[config.mk]
export PLATFORM = sky130hd
export DESIGN_NAME = cfu_multicycle
export DESIGN_NICKNAME = d
export VERILOG_FILES = /design/src/rtl/cfu_multicycle.sv
export SDC_FILE = /design/constraint.sdc
export NUM_CORES = 1
export LEC_CHECK = 0
export ABC_AREA = 0
export CAP_MARGIN = 20
export CORE_ASPECT_RATIO = 2
export CORE_MARGIN = 2
export CORE_UTILIZATION = 60
export CTS_CLUSTER_DIAMETER = 120
export DETAILED_ROUTE_END_ITERATION = 16
export PLACE_DENSITY = 0.81
export SLEW_MARGIN = 5
export SYNTH_ARGS = -nofsm -noshare
export SYNTH_HDL_FRONTEND = slang
export SYNTH_SLANG_ARGS = --single-unit
export TNS_END_PERCENT = 10
[constraint.sdc]
create_clock -name clk_i -period 7.05 [get_ports clk_i]
set_input_delay 2.115 -clock clk_i [delete_from_list [all_inputs] [get_ports clk_i]]
set_output_delay 2.115 -clock clk_i [all_outputs]
set_load 0.03 [all_outputs]
[src/rtl/cfu_multicycle.sv]
// cfu_multicycle: custom function unit for the core's CFU slot.
// Single-cycle OR / accumulator ops answer combinationally. Unsigned multiply,
// divide and remainder run iteratively and stall the core until the result is ready.
module cfu_multicycle #(
    parameter int XLEN     = 32,
    parameter int MUL_BITS = 1
) (
    input  logic            clk_i,
    input  logic            rst_ni,
    input  logic            en_i,
    input  logic [2:0]      funct3_i,
    input  logic [6:0]      funct7_i,
    input  logic [XLEN-1:0] src1_i,
    input  logic [XLEN-1:0] src2_i,
    output logic            stall_o,
    output logic [XLEN-1:0] rslt_o
);

    localparam int MUL_ITER = XLEN / MUL_BITS;
    localparam int CW       = $clog2(XLEN);
    localparam logic [CW-1:0] MUL_LOAD = CW'(MUL_ITER - 1);
    localparam logic [CW-1:0] DIV_LOAD = CW'(XLEN - 1);

    localparam logic [2:0] OP_OR      = 3'd0;
    localparam logic [2:0] OP_ACC_ADD = 3'd1;
    localparam logic [2:0] OP_ACC_CLR = 3'd2;
    localparam logic [2:0] OP_MULU    = 3'd3;
    localparam logic [2:0] OP_DIVU    = 3'd4;
    localparam logic [2:0] OP_REMU    = 3'd5;

    typedef enum logic [1:0] {
        IDLE,
        BUSY,
        DONE
    } state_t;

    state_t state_q, state_d;

    logic [XLEN-1:0] acc_q;
    logic [XLEN-1:0] result_q;
    logic [CW-1:0]   cnt_q;
    logic [2:0]      op_q;

    // a_q: multiplicand (shifts left) or dividend that becomes the quotient.
    // b_q: multiplier (shifts right) or divisor.
    logic [XLEN-1:0] a_q;
    logic [XLEN-1:0] b_q;
    logic [XLEN-1:0] prod_q;
    logic [XLEN:0]   rem_q;

    logic            live_multi;
    logic            start;
    logic [XLEN-1:0] mul_part;
    logic [XLEN-1:0] prod_nxt;
    logic [XLEN:0]   div_shift;
    logic [XLEN:0]   div_diff;
    logic            div_ge;
    logic [XLEN:0]   rem_nxt;
    logic [XLEN-1:0] quo_nxt;

    // funct7 is reserved and the remainder's top bit is always zero after a restore step.
    logic spare_unused;
    assign spare_unused = ^{funct7_i, rem_q[XLEN]};

    assign live_multi = (funct3_i == OP_MULU) || (funct3_i == OP_DIVU) || (funct3_i == OP_REMU);
    assign start      = en_i && live_multi && (state_q == IDLE);

    // One iteration of shift-add multiply and of restoring division.
    always_comb begin
        mul_part  = a_q * XLEN'(b_q[MUL_BITS-1:0]);
        prod_nxt  = prod_q + mul_part;
        div_shift = {rem_q[XLEN-1:0], a_q[XLEN-1]};
        div_diff  = div_shift - {1'b0, b_q};
        div_ge    = ~div_diff[XLEN];
        rem_nxt   = div_ge ? div_diff : div_shift;
        quo_nxt   = {a_q[XLEN-2:0], div_ge};
    end

    // State register.
    always_ff @(posedge clk_i or negedge rst_ni) begin
        if (!rst_ni) begin
            state_q <= IDLE;
        end else begin
            state_q <= state_d;
        end
    end

    // Next state plus the stall/result outputs.
    always_comb begin
        state_d = state_q;
        stall_o = 1'b0;
        rslt_o  = '0;
        case (state_q)
            IDLE:    if (start) state_d = BUSY;
            BUSY:    if (cnt_q == '0) state_d = DONE;
            DONE:    state_d = IDLE;
            default: state_d = IDLE;
        endcase
        if (en_i && live_multi && (state_q != DONE)) begin
            stall_o = 1'b1;
        end
        if (en_i) begin
            case (funct3_i)
                OP_OR:      rslt_o = src1_i | src2_i;
                OP_ACC_ADD: rslt_o = acc_q + src1_i;
                OP_ACC_CLR: rslt_o = acc_q;
                OP_MULU, OP_DIVU, OP_REMU: begin
                    if (state_q == DONE) rslt_o = result_q;
                end
                default:    rslt_o = '0;
            endcase
        end
    end

    // Accumulator, updated by single-cycle ops at the end of their en_i cycle.
    always_ff @(posedge clk_i or negedge rst_ni) begin
        if (!rst_ni) begin
            acc_q <= '0;
        end else if (en_i) begin
            if (funct3_i == OP_ACC_ADD) begin
                acc_q <= acc_q + src1_i;
            end else if (funct3_i == OP_ACC_CLR) begin
                acc_q <= '0;
            end
        end
    end

    // Iterative datapath: latch on start, iterate in BUSY, capture the result on the last step.
    always_ff @(posedge clk_i or negedge rst_ni) begin
        if (!rst_ni) begin
            a_q      <= '0;
            b_q      <= '0;
            prod_q   <= '0;
            rem_q    <= '0;
            op_q     <= OP_OR;
            cnt_q    <= '0;
            result_q <= '0;
        end else begin
            if (start) begin
                a_q    <= src1_i;
                b_q    <= src2_i;
                prod_q <= '0;
                rem_q  <= '0;
                op_q   <= funct3_i;
                cnt_q  <= (funct3_i == OP_MULU) ? MUL_LOAD : DIV_LOAD;
            end else if (state_q == BUSY) begin
                if (op_q == OP_MULU) begin
                    prod_q <= prod_nxt;
                    a_q    <= a_q << MUL_BITS;
                    b_q    <= b_q >> MUL_BITS;
                end else begin
                    rem_q <= rem_nxt;
                    a_q   <= quo_nxt;
                end
                if (cnt_q == '0) begin
                    if (op_q == OP_MULU) begin
                        result_q <= prod_nxt;
                    end else if (op_q == OP_DIVU) begin
                        result_q <= quo_nxt;
                    end else begin
                        result_q <= rem_nxt[XLEN-1:0];
                    end
                end else begin
                    cnt_q <= cnt_q - CW'(1);
                end
            end
        end
    end

endmodule

Yosys cells after proc, flatten, opt, wreduce, memory -nomap -nowiden:

Index checks and enable logic that the tools add are counted.

* bits of input ports: 77
* bits in writable memories: 0
* flip-flop bits (word level): 202
* output and inout port bits: 33
* bits in read-only memories: 0
* memories kept: 0
* word-level logic and storage cells: 76
* bits in latches: 0

* bitwise gates (word level): 3
* $lt $le $gt $ge: 0
* $add $sub $neg: 4
* multipliers: 1
* equal/unequal tests: 14
* div/mod/pow operators: 0
* reductions and logical operators: 18
* multiplexer cells: 27
* shifts and indexed selects: 0

Operator list (number)
* 2-to-1 mux 32 bit: 18
* one-hot mux 32 bit (4 select lines): 1
* adder 32 bit: 2
* subtractor 33 x 32 -> 33 bit: 1
* multiplier 32 x 1 -> 32 bit: 1
* OR 32 bit: 1
* 2-to-1 mux 5 bit: 3
* != test 2 bit, second input constant: 5
* AND reduction 2 bit: 5
* == test 3 x 2 -> 1 bit, second input constant: 3
* == test 3 bit, second input constant: 3
* nonzero test 2 bit: 3
* zero test 5 bit: 1
* subtractor 5 x 1 -> 5 bit, second input constant: 1
* 2-to-1 mux 2 bit: 2
* one-hot mux 2 bit (2 select lines): 1
* == test 3 x 1 -> 1 bit, second input constant: 1
* logical AND 1 bit: 3
* zero test 3 bit: 1
* AND reduction 3 bit: 1
* OR reduction 3 bit: 1
* == test 2 x 1 -> 1 bit, second input constant: 1
* == test 2 bit, second input constant: 1
* zero test 2 bit: 1
* other kinds (3): 6

Depth between registers and ports, before layout:

Gate-level depths: netlist (run 1).

* word-level depth: 7
* mapped depth: 16
* mapped depth without buffers: 14

Worst setup path after synthesis (run 1):

No wires, ideal clock.

* path type: input to output
* start: input src1_i[0]
* end: output rslt_o[24]
* slack: 0.242 ns
* arrival: 4.693 ns
* cell stages on the path: 13
* data required time: 4.935 ns
* cell sequence: ha_1 inv_1 fa_1 nor2b_1 o21ai_0 a21boi_0 o31a_1 o2111ai_1 and3_1 o21ai_0 a31oi_1 xor2_1 o22ai_1

* longest elaborated chain between the ends: 3

RTL lines
* start, declared: line 13 `input logic [XLEN-1:0] src1_i,`
* adder 32 bit: line 105 `OP_ACC_ADD: rslt_o = acc_q + src1_i;`
* one-hot mux 32 bit (4 select lines): line 103 `case (funct3_i)`
* 2-to-1 mux 32 bit: line 102 `if (en_i) begin`
* end, declared: line 16 `output logic [XLEN-1:0] rslt_o`

Every way passes these cells.

Worst setup path in the final report (run 1):

* start: input src1_i[6]
* end: output rslt_o[31]

The elaborated chain is that of the path after synthesis.

==> results.ini, run 1 <==
[outcome]
status = finished, violations left
violations = setup timing

[worst_hold_path]
hp-start = result_q[1]
holdPathEnd = result_q[1]
hp-class = reg -> reg
min_delay_path_depth = 2

[synthesis]
yosysWarnings = 0
synth_ff_type = dfrtp_1
ys_ff_latch = 202
seq_area_frac_synth = 0.333
synth_nets = 2046
syn_avg_cell_area_um2 = 8.12
synthCells = 1869
netlist_area_mm2 = 0.0152
synthArstFlopShare = 1.00
synth_cell_types = 77
synth_edf_count = 0

[timing]
rsz0062_at_grt = true
finalSetupViolCount = 2
hold_ws_ns = 0.492
skew_ns = 0.0173
tightest_slew_ns = 1.01
period_share = 1.01
layout_setup_ws_ns = -0.0447
max-slew-margin-rel = 0.329
fmax_mhz = 141
drv_slew = 0
period_minus_slack_ns = 7.09
hold_viol = 0
fin_setup_tns_ns = -0.0724

[routing]
first_iter_violations = 1176
wirelength_um = 54500
drtPass1Iterations = 6
wl_met3_um = 3580
wl_met1_um = 18600
vias = 15600
vias_per_cell = 6.56
antenna_left = 0
wl_per_cell_um = 23.0
wl_met2_um = 27600
drc_errors = 0
highest_layer = met5

[placed_design]
placed_cell_area_mm2 = 0.0172
dp_hpwl_um = 41800
io_buffers = 102
globalplace.congestion = 0.979

[final_layout]
drive_above_1_share = 0.136
final_common_cell = nand2_1
final_area_mm2 = 0.0182
nets = 2195
layout_common_cells = nand2_1 (317), dfrtp_1 (202), o21ai_0 (166)
n_fill_cell = 2008
area_growth_pct = 19.8

[worst_setup_path]
r2r_end = result_q[1]
crit_chain = clkdlybuf4s50_1, ha_1, a2111o_1, a21oi_2, o21a_4, o21a_1, nor2_2, o31ai_4, xnor3_1, a221oi_2, nor2_1, buf_4
arrival_ns = 4.98
r2r_start = b_q[0]
crit_path_end_kind = primary output
start_kind = input pin
r2r_slack_ns = 2.28
slowest_stage = clkdlybuf4s50_1
reg2reg_depth = 15
max_stage_delay_ns = 0.43
cp_max_fo = 4
crit_required_ns = 4.93
worst-setup-path-type = in -> out

[clock_tree]
h-tree-depth = 1
clkLatencyLatePin_ns = 0.51
cts_buffers = 19
tritoncts = yes
ctsRootBufferMaster = clkbuf_16
clk_pin_slew_ns = 0.07
clock_path_buffers = 3
clock_sinks = 202

[floorplan]
rows = 82
core_mm2 = 0.0249
die_x_um = 116
initial_core_util = 0.609
num_io_pins = 110
die-area_mm2 = 0.0267
die_h_um = 229

[power]
powerDensity_mw_per_mm2 = 433
ir_drop_mv = 0.243
leakagePower_nw = 8.67

[grt]
grtUsageTotal = 0.410
grt_pass1_wl_um = 83800
grt_overflow = 0
grt_pass1_vias = 15600
grt_max_degree = 137
antenna_found_initial = 6

[flow_run]
maxCapViolCount = 0

## power by group
group,total [W],internal (W),switching [W],leakage [nW]
combinational,0.00472,0.00185,0.00287,5.74
clock,0.00117,0.000685,0.000482,0.323
sequential,0.00198,0.00159,0.000390,2.61
total,0.00787,0.00412,0.00374,8.67
## sequential cells by signal, indices dropped and copies added, names as in the netlist
name	flops
a_q	32
prod_q	32
rem_q	32
result_q	32
state_q	2
cnt_q	5
acc_q	32
op_q	3
b_q	32
## cell type report
cell class | count | area (µm²) | area share
clock buffer | 24 | 494 | 0.0272
timing repair buffer | 239 | 2020 | 0.111
sequential | 202 | 5050 | 0.278
tap | 336 | 420 | 0.0231
inverter | 57 | 219 | 0.0120
antenna | 4 | 10.0 | 0.000551
multi-input combinational | 1499 | 9780 | 0.538
clock inverter | 9 | 180 | 0.00991
## worst max-delay path by stage
stage,startpoint,to,slack (ns),cells past startpoint
floorplan,src1_i[0],rslt_o[24],0.24,13
global placement,src1_i[1],rslt_o[31],-0.80,13
detailed placement,src1_i[0],rslt_o[28],-0.81,17
CTS,src1_i[15],rslt_o[30],0.003,14
global route,src1_i[9],rslt_o[30],-0.11,14
finish,src1_i[6],rslt_o[31],-0.04,12
## timing repair
action | in CTS | in global routing
resized for setup | 62 | 28
endpoints found under the setup margin | 17 | 17
pin swaps | 21 | 20
hold buffers | 0 | 0
setup buffers | 2 | 0
## cells in the mapped netlist (5+ instances only)
master / n / share of area
and2_1: 35 / 0.014
a41oi_1: 15 / 0.0087
nand3b_1: 8 / 0.0040
o31ai_1: 5 / 0.0025
a211o_1: 13 / 0.0075
or3_1: 9 / 0.0037
dfrtp_1: 202 / 0.33
xnor2_1: 58 / 0.033
ha_1: 97 / 0.080
a22oi_1: 15 / 0.0074
o21ai_0: 172 / 0.057
a2111oi_0: 6 / 0.0035
o21a_1: 33 / 0.016
a221oi_1: 18 / 0.010
nand2b_1: 11 / 0.0045
o22ai_1: 10 / 0.0041
a31oi_1: 45 / 0.019
nor3_1: 24 / 0.0079
a211oi_1: 14 / 0.0069
xor2_1: 25 / 0.014
nand3_1: 12 / 0.0040
o211ai_1: 11 / 0.0054
o21ai_1: 8 / 0.0026
o21bai_1: 13 / 0.0064
a22o_1: 41 / 0.024
nor2b_1: 12 / 0.0049
inv_1: 57 / 0.014
clkbuf_1: 101 / 0.025
mux2i_1: 25 / 0.016
nand2_1: 319 / 0.079
nand4_1: 13 / 0.0054
or2_2: 8 / 0.0033
a21oi_1: 139 / 0.046
a21o_1: 52 / 0.026
and3_1: 38 / 0.016
nor2_1: 127 / 0.031
## cell families (layout without fill, tap and decap cells)
group / Yosys count / count (layout) / share of synthesized area
buffers and inverters: 168 / 329 / 0.0438
flip-flops: 202 / 202 / 0.333
other: 0 / 4 / 0
multiplexers: 28 / 28 / 0.0187
AND/OR/NAND/NOR: 631 / 631 / 0.187
AO/OA/AOI/OAI: 655 / 655 / 0.283
XOR/XNOR: 85 / 85 / 0.0505
adder cells (fa/ha/maj): 100 / 100 / 0.0839
## critical path, delay by kind of cell
kind,cells,cell delay [ns]
fa+ha+maj,1,0.32
simple gates,2,0.18
xor+xnor,1,0.26
compound gates,6,1.46
buf+inv,2,0.63
## metrics by stage
step	worst slack, ns	power [W]	std cells	util
floorplan	0.242	0.00511	1869	-
global placement	-0.795	0.00633	2329	0.688
detailed placement	-0.807	0.00646	2330	0.688
CTS	0.00261	0.00769	2364	0.722
global route	-0.110	0.00836	2370	0.729
finish	-0.0447	0.00787	2370	0.729
## metal layers
metal,track usage,up-vias
li1,-,7061
met1,0.439,7515
met2,0.708,716
met3,0.0711,263
met4,0.288,4
met5,0,-
Power figures use the tool's default switching activity.
==> inputs of run 2 (changes only) <==
CORE_UTILIZATION = 32   (was 60)
PLACE_DENSITY = unset   (was 0.81)
TNS_END_PERCENT = unset   (was 10)
==> run 2 against run 1 <==
  * The flow now finishes without violations
  * Critical path depth rose by 3
  * Flip-flop and latch count stayed put
  * Routed wire length up 7.2%
  * Count of clock-buffer cells in the layout grew 7
  * Sequential share of layout area shrank 1.2 points
  * Setup slack better by 0.11 ns
  * Die area rose by 85%
  * Sequential power hardly changed
  * Worst hold slack about the same
  * Register-to-register slack improved by 0.11 ns
  * Final area grew 4.5%
  * Power up 1.8%
  * Largest cell class unchanged
==> results.ini, run 2 (synthesis gave the netlist of run 1 again) <==
[grt]
grt_pass1_wl_um = 88700  ; was 83800 µm
grt_overflow = 0  ; unchanged
antenna_found_initial = 0  ; was 6
grt_max_degree = 108  ; was 137
grtUsageTotal = 0.235  ; was 0.410
grt_pass1_vias = 15400  ; was 15600

[worst_hold_path]
min_delay_path_depth = 2  ; unchanged
hp-class = reg -> reg  ; unchanged

[power]
leakagePower_nw = 8.84  ; was 8.67 nW
powerDensity_mw_per_mm2 = 422  ; was 433 mW/mm²
ir_drop_mv = 0.233  ; was 0.243 mV

[worst_setup_path]
arrival_ns = 4.87  ; was 4.98 ns
cp_max_fo = 6  ; was 4
crit_path_end_kind = primary output  ; unchanged
worst-setup-path-type = in -> out  ; unchanged
reg2reg_depth = 15  ; unchanged
start_kind = input pin  ; unchanged
crit_required_ns = 4.93  ; about the same

[clock_tree]
clock_sinks = 202  ; unchanged
ctsRootBufferMaster = clkbuf_16  ; unchanged
cts_buffers = 22  ; was 19
clock_path_buffers = 3  ; unchanged
clkLatencyLatePin_ns = 0.54  ; was 0.51 ns
h-tree-depth = 1  ; unchanged
clk_pin_slew_ns = 0.06  ; was 0.07 ns
tritoncts = yes  ; unchanged

[timing]
hold_viol = 0  ; unchanged
fmax_mhz = 143  ; was 141 MHz
finalSetupViolCount = 0  ; was 2
skew_ns = 0.0289  ; was 0.0173 ns
tightest_slew_ns = 1.04  ; was 1.01 ns
period_minus_slack_ns = 6.99  ; was 7.09 ns
period_share = 0.991  ; was 1.01
max-slew-margin-rel = 0.303  ; was 0.329
drv_slew = 0  ; unchanged

[routing]
drtPass1Iterations = 5  ; was 6
first_iter_violations = 1128  ; was 1176
vias = 15100  ; was 15600
vias_per_cell = 5.66  ; was 6.56
wl_per_cell_um = 21.8  ; was 23.0 µm
antenna_left = 0  ; unchanged
drc_errors = 0  ; unchanged
wirelength_um = 58400  ; was 54500 µm

[final_layout]
final_area_mm2 = 0.0190  ; was 0.0182 mm²
drive_above_1_share = 0.151  ; was 0.136
layout_common_cells = nand2_1 (316), dfrtp_1 (202), o21ai_0 (163)  ; was nand2_1 (317), dfrtp_1 (202), o21ai_0 (166)
nets = 2209  ; was 2195
area_growth_pct = 25.1  ; was 19.8%
stdcell_count = 2675  ; was 2370
final_common_cell = nand2_1  ; unchanged
n_fill_cell = 4783  ; was 2008
utilization = 0.406  ; was 0.729

[outcome]
status = completed  ; was finished, violations left

[floorplan]
die_x_um = 158  ; was 116 µm
core_mm2 = 0.0468  ; was 0.0249 mm²
rows = 112  ; was 82
num_io_pins = 110  ; unchanged
die_h_um = 312  ; was 229 µm
initial_core_util = 0.324  ; was 0.609
die-area_mm2 = 0.0493  ; was 0.0267 mm²

[placed_design]
placed_cells = 2620  ; was 2330
io_buffers = 102  ; unchanged
placed_cell_area_mm2 = 0.0177  ; was 0.0172 mm²
dp_hpwl_um = 44700  ; was 41800 µm
globalplace.congestion = 0.946  ; was 0.979

[flow_run]
maxCapViolCount = 0  ; unchanged

[run 2: cell count changes in the layout (fill, tap and decap cells not counted), moves of 4 or more]
cell | previous run | this run
buf_12 | 1 | 17
buf_4 | 163 | 159
clkbuf_16 | 19 | 23
clkdlybuf4s50_1 | 60 | 55
dlymetal6s2s_1 | 3 | 8
ha_1 | 91 | 85
ha_4 | 5 | 10
[run 2: area by class of cell]
cell class	instances	area (µm²)	share of cell area
antenna	1	2.50	0.000132
clock buffer	31	646	0.0340
clock inverter	8	98.8	0.00521
inverter	57	214	0.0113
multi-input combinational	1499	9890	0.521
sequential	202	5050	0.266
tap	627	785	0.0413
timing repair buffer	250	2290	0.121
[run 2: worst max-delay path, stage by stage]
cell and delay, ns:
clkdlybuf4s50_1 0.51, ha_1 0.26, buf_4 0.17, a21oi_1 0.13, nor2b_1 0.05, o21ai_0 0.15
nand2b_1 0.12, a211oi_2 0.24, o21ai_1 0.11, o211ai_1 0.18, buf_4 0.16, a41oi_4 0.12
xnor2_2 0.18, o22ai_2 0.20, buf_12 0.15
[run 2: repair_timing]
action | 4_1_cts | 5_1_grt
cloned | 0 | 0
resized for setup | 53 | 46
hold buffers | 0 | 0
setup endpoints to repair | 23 | 14
pin swaps | 24 | 33
setup buffers | 6 | 9
[run 2: worst paths after layout]
check                      slack, ns            to         start
setup / recovery                0.06    rslt_o[30]    src1_i[15]
hold / removal                  0.49  result_q[14]  result_q[14]
setup reg to reg                2.39  result_q[14]        b_q[0]
hold reg to reg                 0.49  result_q[14]  result_q[14]
max in group asynchronous       4.28       b_q[26]        rst_ni
min in group asynchronous       1.62     prod_q[7]        rst_ni
[run 2: through the flow]
step           hold WS, ns  setup TNS, ns  power, W  setup WS [ns]
2_1_floorplan        0.449              0   0.00511          0.242
3_3_place_gp         0.467          -8.72   0.00645         -0.793
3_5_place_dp         0.478          -8.49   0.00656         -0.769
4_1_cts              0.493       -0.00351   0.00790       -0.00351
5_1_grt              0.528        -0.0641   0.00855        -0.0420
6_report             0.492              0   0.00801         0.0614
[run 2: layer usage]
layer | GRT usage | share of wire | up-vias
li1 | - | - | 7051
met3 | 0.0189 | 0.041 | 160
met1 | 0.260 | 0.37 | 7427
met4 | 0.126 | 0.060 | 0
met2 | 0.435 | 0.53 | 495
met5 | 0 | 0 | -
[run 2: report_power, final]
part	internal [W]	switching, W
Clock	0.000714	0.000529
Sequential	0.00159	0.000391
Combinational	0.00190	0.00288
Total	0.00420	0.00380
==> inputs of run 3 (changes only) <==
clock period = 8.4 ns   (was 7.05 ns; I/O delays follow)
==> run 3 against run 2 <==
  * Sequential share of layout area increased by 1.5 points
  * Routed wire length decreased by 1.4%
  * Critical path depth unchanged
  * Register-to-register slack improved by 1.3 ns
==> results.ini, run 3 (synthesis gave the netlist of run 1 again) <==
[grt]
grtUsageTotal = 0.232  ; was 0.235
grt_pass1_wl_um = 88000  ; was 88700 µm
grt_max_degree = 118  ; was 108
antenna_found_initial = 0  ; unchanged
grt_pass1_vias = 15100  ; was 15400
grt_overflow = 0  ; unchanged

[worst_setup_path]
worst-path-buf-inv = 4  ; unchanged
crit_path_end_kind = primary output  ; unchanged
slowest_stage = clkdlybuf4s50_1  ; unchanged
r2r_slack_ns = 3.71  ; was 2.39 ns
crit_chain = clkdlybuf4s50_1, buf_4, ha_1, a21o_1, a21o_1, a21oi_2, o21a_2, o21a_1, nor2_1, o31ai_2, buf_4, xnor3_1, a221oi_1, nor2_1, buf_4  ; was clkdlybuf4s50_1, ha_1, buf_4, a21oi_1, nor2b_1, o21ai_0, nand2b_1, a211oi_2, o21ai_1, o211ai_1, buf_4, a41oi_4, xnor2_2, o22ai_2, buf_12
crit_family = compound AO/OA/AOI/OAI gates  ; unchanged
crit_required_ns = 5.88  ; was 4.93 ns
arrival_ns = 5.75  ; was 4.87 ns
worst-setup-path-type = in -> out  ; unchanged
r2r_start = b_q[0]  ; unchanged
start_kind = input pin  ; unchanged
crit_top_cell = buf_4  ; unchanged
reg2reg_depth = 15  ; unchanged
cp_max_fo = 3  ; was 6
r2r_end = result_q[22]  ; was result_q[14]
max_stage_delay_ns = 0.43  ; was 0.51 ns

[floorplan]
core_mm2 = 0.0468  ; unchanged
die-area_mm2 = 0.0493  ; unchanged
rows = 112  ; unchanged
num_io_pins = 110  ; unchanged
initial_core_util = 0.324  ; unchanged
die_x_um = 158  ; unchanged
die_h_um = 312  ; unchanged

[routing]
vias_per_cell = 5.75  ; was 5.66
drc_errors = 0  ; unchanged
wl_per_cell_um = 22.3  ; was 21.8 µm
drtPass1Iterations = 8  ; was 5
wirelength_um = 57600  ; was 58400 µm
first_iter_violations = 1165  ; was 1128
antenna_left = 0  ; unchanged
vias = 14800  ; was 15100

[timing]
skew_ns = 0.0156  ; was 0.0289 ns
max-slew-margin-rel = 0.183  ; was 0.303
period_share = 0.985
drv_slew = 0  ; unchanged
hold_viol = 0  ; unchanged
fmax_mhz = 121
period_minus_slack_ns = 8.27
finalSetupViolCount = 0  ; unchanged
tightest_slew_ns = 1.19  ; was 1.04 ns
hold_ws_ns = 0.491  ; was 0.492 ns

[clock_tree]
clock_path_buffers = 3  ; unchanged
clk_pin_slew_ns = 0.07  ; was 0.06 ns
h-tree-depth = 1  ; unchanged
ctsRootBufferMaster = clkbuf_16  ; unchanged
clock_sinks = 202  ; unchanged
cts_buffers = 21  ; was 22
clkLatencyLatePin_ns = 0.53  ; was 0.54 ns
tritoncts = yes  ; unchanged
ctsHoldBuffers = 0  ; unchanged

[power]
internal_power_w = 0.00340  ; was 0.00420 W
leakagePower_nw = 8.29  ; was 8.84 nW
p_comb_frac = 0.588  ; was 0.598
p_switching_w = 0.00311  ; was 0.00380 W
powerDensity_mw_per_mm2 = 363  ; was 422 mW/mm²
power_frac_clock = 0.160  ; was 0.155
p_seq_frac = 0.253  ; was 0.247
ir_drop_mv = 0.179  ; was 0.233 mV
p_sw_frac = 0.478  ; was 0.475

[final_layout]
n_antenna_cell = 0  ; was 1
final_common_cell = nand2_1  ; unchanged
seq_area_mm2 = 0.00505  ; unchanged
area_growth_pct = 18.2  ; was 25.1%
drive_above_1_share = 0.0860  ; was 0.151
utilization = 0.383  ; was 0.406
n_fill_cell = 4797  ; was 4783
nets = 2118  ; was 2209
multiInputGateArea_mm2 = 0.00960  ; was 0.00989 mm²
layout_common_cells = nand2_1 (319), dfrtp_1 (202), o21ai_0 (170)  ; was nand2_1 (316), dfrtp_1 (202), o21ai_0 (163)

[placed_design]
globalplace.congestion = 0.974  ; was 0.946
io_buffers = 102  ; unchanged
dp_hpwl_um = 43700  ; was 44700 µm

[flow_run]
maxCapViolCount = 0  ; unchanged

[worst_hold_path]
holdPathEnd = result_q[23]  ; was result_q[14]
hp-class = reg -> reg  ; unchanged
hp-start = result_q[23]  ; was result_q[14]
min_delay_path_depth = 1  ; was 2

[outcome]
status = completed  ; unchanged

run 3: timing repair:
| action | 4_1_cts | 5_1_grt |
|---|---|---|
| buffers inserted | 2 | 0 |
| endpoints found under the setup margin | 5 | 9 |
| gates resized for setup | 4 | 18 |
| pin swaps | 2 | 7 |
run 3: worst max path at each step:
stage	endpoint	start	depth (start not counted)	slack, ns
3_5_place_dp	rslt_o[30]	src1_i[0]	17	-0.24
6_report	rslt_o[31]	src1_i[1]	15	0.13
3_3_place_gp	rslt_o[30]	src1_i[0]	17	-0.15
5_1_grt	rslt_o[28]	src1_i[0]	16	-0.04
2_1_floorplan	rslt_o[24]	src1_i[0]	13	0.78
4_1_cts	rslt_o[24]	src1_i[0]	16	-0.0002
run 3: cell type report:
class                           instances  share of cell area
Clock buffer                           27              0.0333
Clock inverter                          9             0.00753
Inverter                               57              0.0119
Multi-Input combinational cell       1499               0.535
Sequential cell                       202               0.282
Tap cell                              627              0.0437
Timing Repair Buffer                  160              0.0868
run 3: power groups by stage:
| stage | logic [W] | clock network (W) | registers, W |
|---|---|---|---|
| after global placement | 0.00367 | 0 | 0.00164 |
| final | 0.00382 | 0.00104 | 0.00164 |
| after global routing | 0.00419 | 0.00109 | 0.00169 |
| after detailed placement | 0.00374 | 0 | 0.00166 |
| after floorplan | 0.00275 | 0 | 0.00154 |
| after CTS | 0.00377 | 0.00106 | 0.00164 |
run 3: worst register-to-register path: stages, from the launching register on:
cell and delay (ns):
dfrtp_1 0.33, buf_4 0.36, ha_1 0.30, inv_1 0.07
fa_1 0.44, a211oi_2 0.26, o211ai_2 0.18, a2111oi_4 0.53
o21ai_2 0.18, a21oi_2 0.27, xnor2_4 0.14, buf_4 0.55
mux2i_1 0.49, a21oi_1 0.11, a21oi_1 0.22, o21ai_0 0.13
run 3: per-stage QoR:
| step | total power, W | setup TNS [ns] | cells | cell area [µm²] | setup WS, ns |
|---|---|---|---|---|---|
| 2_1_floorplan | 0.00429 | 0 | 1869 | 15200 | 0.782 |
| 3_3_place_gp | 0.00532 | -0.305 | 2543 | 17100 | -0.148 |
| 3_5_place_dp | 0.00540 | -0.687 | 2543 | 17100 | -0.241 |
| 4_1_cts | 0.00647 | -0.000235 | 2581 | 17900 | -0.000235 |
| 5_1_grt | 0.00697 | -0.0431 | 2581 | 17900 | -0.0431 |
| 6_report | 0.00651 | 0 | 2581 | 17900 | 0.130 |
run 3: routing by layer:
| layer | global-route usage | vias to the layer above | part of all wire |
|---|---|---|---|
| li1 | - | 6889 | - |
| met4 | 0.128 | 0 | 0.062 |
| met5 | 0 | - | 0 |
| met2 | 0.423 | 544 | 0.52 |
| met1 | 0.263 | 7240 | 0.37 |
| met3 | 0.0168 | 159 | 0.043 |
